<file path="config.mk">
export PLATFORM = sky130hd
export DESIGN_NAME = uart_rx_core
export DESIGN_NICKNAME = d
export VERILOG_FILES = /design/src/rtl/uart_pkg.sv /design/src/rtl/sync_ff.sv /design/src/rtl/uart_rx_core.sv
export SDC_FILE = /design/constraint.sdc
export NUM_CORES = 1
export LEC_CHECK = 0
export ABC_AREA = 0
export ABC_CLOCK_PERIOD_IN_PS = 2110
export CAP_MARGIN = 25
export CORE_ASPECT_RATIO = 1.4
export CORE_MARGIN = 5
export CORE_UTILIZATION = 53
export DETAILED_ROUTE_END_ITERATION = 10
export PLACE_DENSITY_LB_ADDON = 0.1
export SETUP_SLACK_MARGIN = 0.3
export SYNTH_ARGS = -nofsm -noshare
export SYNTH_HDL_FRONTEND = slang
export SYNTH_SLANG_ARGS = --single-unit
export TNS_END_PERCENT = 50
</file>
<file path="constraint.sdc">
create_clock -name clk_i -period 2.11 [get_ports clk_i]
set_input_delay 0.211 -clock clk_i [delete_from_list [all_inputs] [get_ports clk_i]]
set_output_delay 0.211 -clock clk_i [all_outputs]
set_load 0.05 [all_outputs]
</file>
<file path="src/rtl/uart_pkg.sv">
// Shared UART definitions: receiver FSM states and frame constants.
// Also imported by the UART register block.
package uart_pkg;

    typedef enum logic [1:0] {
        RX_IDLE,
        RX_START,
        RX_DATA,
        RX_STOP
    } rx_state_e;

    localparam int UART_DATA_BITS = 8;
    localparam int UART_DIV_W     = 16;

endpackage

</file>
<file path="src/rtl/sync_ff.sv">
// Generic single-bit synchroniser for asynchronous pad inputs; the reset value is a parameter
// so that idle-high lines do not show a false edge when reset is released.
module sync_ff #(
    parameter int   STAGES  = 2,
    parameter logic RST_VAL = 1'b1
) (
    input  logic clk_i,
    input  logic rst_n_i,
    input  logic d_i,
    output logic q_o
);

    logic [STAGES-1:0] sync_q;
    logic [STAGES-1:0] sync_d;

    always_comb sync_d = {sync_q[STAGES-2:0], d_i};

    always_ff @(posedge clk_i or negedge rst_n_i) begin
        if (!rst_n_i) sync_q <= {STAGES{RST_VAL}};
        else          sync_q <= sync_d;
    end

    assign q_o = sync_q[STAGES-1];

endmodule

</file>
<file path="src/rtl/uart_rx_core.sv">
// 8N1 UART receive engine: synchronises the line, finds start bits, samples each bit at
// mid-period and reports good bytes (rx_over_o) or bad stop bits (frame_err_o).
module uart_rx_core
    import uart_pkg::*;
#(
    parameter int DIV_W       = UART_DIV_W,
    parameter int SYNC_STAGES = 2
) (
    input  logic             clk_i,
    input  logic             rst_n_i,
    input  logic             en_i,
    input  logic [DIV_W-1:0] baud_div_i,
    input  logic             rx_i,
    output logic [7:0]       rx_byte_o,
    output logic             rx_over_o,
    output logic             frame_err_o,
    output logic             busy_o
);

    logic rxs;
    logic prev_rxs_q;
    logic fall;

    sync_ff #(.STAGES(SYNC_STAGES), .RST_VAL(1'b1)) u_sync (
        .clk_i   (clk_i),
        .rst_n_i (rst_n_i),
        .d_i     (rx_i),
        .q_o     (rxs)
    );

    assign fall = prev_rxs_q & ~rxs;

    rx_state_e                 state_q, state_d;
    logic [DIV_W-1:0]          div_q, div_d;
    logic [DIV_W-1:0]          cnt_q, cnt_d;
    logic [DIV_W-1:0]          div_in;
    logic [2:0]                bit_idx_q, bit_idx_d;
    logic [UART_DATA_BITS-1:0] shreg_q, shreg_d;
    logic [UART_DATA_BITS-1:0] byte_q, byte_d;
    logic                      over_q, over_d;
    logic                      ferr_q, ferr_d;
    logic                      sample;

    // Divisors below 2 would give a zero half-bit count; clamp so timing stays well defined.
    assign div_in = (baud_div_i < DIV_W'(2)) ? DIV_W'(2) : baud_div_i;
    assign sample = (cnt_q == '0);

    always_ff @(posedge clk_i or negedge rst_n_i) begin
        if (!rst_n_i) begin
            state_q    <= RX_IDLE;
            prev_rxs_q <= 1'b1;
            div_q      <= DIV_W'(2);
            cnt_q      <= '0;
            bit_idx_q  <= '0;
            shreg_q    <= '0;
            byte_q     <= '0;
            over_q     <= 1'b0;
            ferr_q     <= 1'b0;
        end else begin
            state_q    <= state_d;
            prev_rxs_q <= rxs;
            div_q      <= div_d;
            cnt_q      <= cnt_d;
            bit_idx_q  <= bit_idx_d;
            shreg_q    <= shreg_d;
            byte_q     <= byte_d;
            over_q     <= over_d;
            ferr_q     <= ferr_d;
        end
    end

    always_comb begin
        state_d   = state_q;
        div_d     = div_q;
        cnt_d     = cnt_q;
        bit_idx_d = bit_idx_q;
        shreg_d   = shreg_q;
        byte_d    = byte_q;
        over_d    = 1'b0;
        ferr_d    = 1'b0;
        if (state_q != RX_IDLE && !en_i) begin
            state_d = RX_IDLE;
        end else begin
            unique case (state_q)
                RX_IDLE: begin
                    if (en_i && fall) begin
                        state_d = RX_START;
                        div_d   = div_in;
                        cnt_d   = (div_in >> 1) - DIV_W'(1);
                    end
                end
                RX_START: begin
                    if (!sample) begin
                        cnt_d = cnt_q - DIV_W'(1);
                    end else if (!rxs) begin
                        state_d   = RX_DATA;
                        cnt_d     = div_q - DIV_W'(1);
                        bit_idx_d = '0;
                    end else begin
                        state_d = RX_IDLE;
                    end
                end
                RX_DATA: begin
                    if (!sample) begin
                        cnt_d = cnt_q - DIV_W'(1);
                    end else begin
                        shreg_d = {rxs, shreg_q[UART_DATA_BITS-1:1]};
                        cnt_d   = div_q - DIV_W'(1);
                        if (bit_idx_q == 3'(UART_DATA_BITS - 1)) state_d = RX_STOP;
                        else bit_idx_d = bit_idx_q + 3'd1;
                    end
                end
                RX_STOP: begin
                    if (!sample) begin
                        cnt_d = cnt_q - DIV_W'(1);
                    end else begin
                        // Returning to IDLE at mid stop bit lets the next start edge be caught.
                        state_d = RX_IDLE;
                        if (rxs) begin
                            byte_d = shreg_q;
                            over_d = 1'b1;
                        end else begin
                            ferr_d = 1'b1;
                        end
                    end
                end
                default: state_d = RX_IDLE;
            endcase
        end
    end

    always_comb begin
        busy_o      = (state_q != RX_IDLE);
        rx_byte_o   = byte_q;
        rx_over_o   = over_q;
        frame_err_o = ferr_q;
    end

endmodule

</file>
==> impl_metrics.yaml <==
timing:
  skew_ns: 0.00996
  slew_viol_final: 0
  setup_viol: 6
  finalHoldViolCount: 0
  fmax_mhz: 441
  rsz0062_at_grt: "true"
  relSlewSlack: 0.658
  fin_crit_sh: 1.08
  worstMarginPinSlew_ns: 0.511
  setup_slack_ns: -0.159
  min_period_ns: 2.27
synth:
  yosysTopAreaCellShare: 0.371
  synthArstFlopShare: 1.00
  ys.flop_type: "dfrtp_1"
  synth.cell_area_um2: 3640
  ys_top_cells_by_count: "dfrtp_1 (54), nand2_1 (32), nor2_1 (28), mux2_2 (22)"
  synth_area_leaders: "dfrtp_1 (37%), mux2_2 (6.8%), xnor2_1 (3.6%)"
  syn_inst: 368
  synth_area_leader_cell: "dfrtp_1"
  yosys_warnings: 0
  synth_seq_cells: 58
  syn_area_per_cell_um2: 9.89
  yosysMostFrequentCell: "dfrtp_1"
  synth_cell_types: 64
  synth_fp_nets: 398
  yosysSeqAreaShare: 0.400
  synth_edf_count: 0
floorplanning:
  die_y_um: 108
  die_area_um2: 8650
  core_um2: 6660
  start_util: 0.547
  pin_count: 31
  rows: 35
  die_x_um: 80.0
route:
  drt-total-wl_um: 10700
  dr.first_iter.drc_count: 228
  drtAntennaViolNets: 0
  via_count: 3362
  drcViolationCount: 0
  drtPass1Iterations: 4
  drt-wirelength-per-cell_um: 18.6
  post_drt_via_cell_ratio: 5.83
power:
  peakVddDrop_v: 0.000839
  power.total_uw: 6210
  power.density_nw_per_um2: 1190
  p_leak_uw: 0.00230
place:
  dpl_worst_slack_ns: -0.857
  io_buffer_count: 30
  gp_congestion: 0.857
  dp_hpwl_um: 7200
cts:
  cts_max_path_buffers: 2
  cts_buffers: 9
  cts_tree: "yes"
  cts_max_level: 3
  clkLatencyLatePin_ns: 0.34
  path_clk_slew_ns: 0.07
  clock-sinks: 58
  cts.root.buffer_cell: "clkbuf_8"
outcome:
  violations: "negative setup slack"
  status: "finished with violations"
finish:
  area_growth_pct: 42.8
  n_fill_cell: 441
  drive_above_1_share: 0.423
  n_antenna_cell: 0
  final_nets: 510
worst_setup_path:
  reg2reg_slack_ns: -0.01
  reg2reg_from: "div_q[6]"
  reg2reg_depth: 7
  setup.worst_path.end_class: "register"
  worstPathRequired_ns: 2.32
  start_kind: "primary input"
  path_class: "in2reg"
  cp_data_arrival_time_ns: 2.48
  rr_endpoint: "cnt_q[12]"
  critical_path.max_fanout: 6
global_routing:
  grt_usage: 0.248
  grt_pass1_vias: 3322
  grt_overflow: 0
  antenna_found_initial: 0
  grt_pass1_wl_um: 16500
  grt_max_degree: 59
hold_path:
  min_path_type: "in2reg"
  worstHoldEndpoint: "div_q[2]"
  min_from: "baud_div_i[2]"
  hold_depth: 3
run:
  drv_cap: 0
worst max path at each step:
stage                         from   endpoint  slack [ns]  depth (start not counted)
floorplan            baud_div_i[7]  cnt_q[14]       -0.39                         11
global placement     baud_div_i[3]   cnt_q[8]       -0.81                         12
detailed placement   baud_div_i[3]  cnt_q[12]       -0.86                         12
CTS                  baud_div_i[8]   cnt_q[8]       -0.24                         12
global route        baud_div_i[14]  cnt_q[14]       -0.26                         11
finish              baud_div_i[14]  cnt_q[12]       -0.16                         11
cell type report:
class / instances / area [µm²] / area share
clock buffer: 10 / 138 / 0.0265
clock inverter: 6 / 66.3 / 0.0128
inverter: 18 / 68.8 / 0.0132
multi-input combinational: 281 / 2390 / 0.459
sequential: 58 / 1460 / 0.280
tap: 92 / 115 / 0.0221
timing repair buffer: 112 / 966 / 0.186
flip-flops by register name, indices dropped and copies added, names as in the netlist:
register       flops
state_q            2
prev_rxs_q         1
u_sync.sync_q      2
bit_idx_q          3
cnt_q             16
frame_err_o        1
shreg_q            8
div_q             16
rx_over_o          1
rx_byte_o          8
stage by stage:
| stage | util | instance area (µm²) | setup TNS, ns | hold slack [ns] | instances |
|---|---|---|---|---|---|
| 6_report | 0.781 | 5200 | -0.624 | 0.201 | 577 |
| 5_1_grt | 0.781 | 5200 | -1.70 | 0.217 | 577 |
| 4_1_cts | 0.752 | 5000 | -1.04 | 0.228 | 572 |
| 3_5_place_dp | 0.677 | 4500 | -8.00 | 0.239 | 540 |
| 3_3_place_gp | 0.677 | 4500 | -7.35 | 0.239 | 540 |
| 2_1_floorplan | - | 3730 | -1.74 | -0.0846 | 368 |
logic make-up (layout without fill, tap and decap cells):
group | count (synthesis) | after routing | share of synthesized area
AO/OA/AOI/OAI | 75 | 75 | 0.136
multiplexers | 35 | 35 | 0.107
buffers and inverters | 30 | 146 | 0.0471
adder cells (fa/ha/maj) | 10 | 10 | 0.0344
flip-flops | 58 | 58 | 0.400
XOR/XNOR | 26 | 26 | 0.0626
AND/OR/NAND/NOR | 134 | 135 | 0.213
per-layer routing:
metal | share of wire | up-vias | GRT usage
met1 | 0.40 | 1635 | 0.306
met3 | 0.042 | 36 | 0.0483
met5 | 0 | - | 0
li1 | - | 1582 | -
met4 | 0.037 | 0 | 0.0857
met2 | 0.52 | 109 | 0.430
cell usage in the layout, fill, tap and decap left out, types with 10 or more instances in the layout:
cell and n:
nand2_1 30, dfrtp_1 54, nor2_1 23, xnor2_1 11
mux2_2 21, inv_1 17, clkbuf_8 10, buf_4 64
xor2_1 11, buf_6 16, clkdlybuf4s50_1 19, a21oi_1 14
report_power, final:
group          total, µW  internal (µW)  switching [µW]
logic               3360           1550            1810
registers           1790           1440             349
clock network       1050            579             476
total               6210           3570            2630
timing repair:
| item | 4_1_cts | 5_1_grt |
|---|---|---|
| endpoints found under the hold margin | 54 | 0 |
| pin swaps | 31 | 29 |
| endpoints found under the setup margin | 39 | 39 |
| setup buffers | 12 | 4 |
| gates cloned | 3 | 1 |
| hold buffers | 1 | 0 |
| resized for setup | 66 | 39 |
critical path, stage by stage:
cell,delay (ns)
clkdlybuf4s50_1,0.51
or3_4,0.16
nor3_4,0.04
nor2_2,0.10
ha_2,0.19
or4b_4,0.52
nor4_4,0.23
xnor2_1,0.16
nand2_1,0.08
a31oi_1,0.17
o22ai_1,0.10
(Power assumes the default switching activity.)
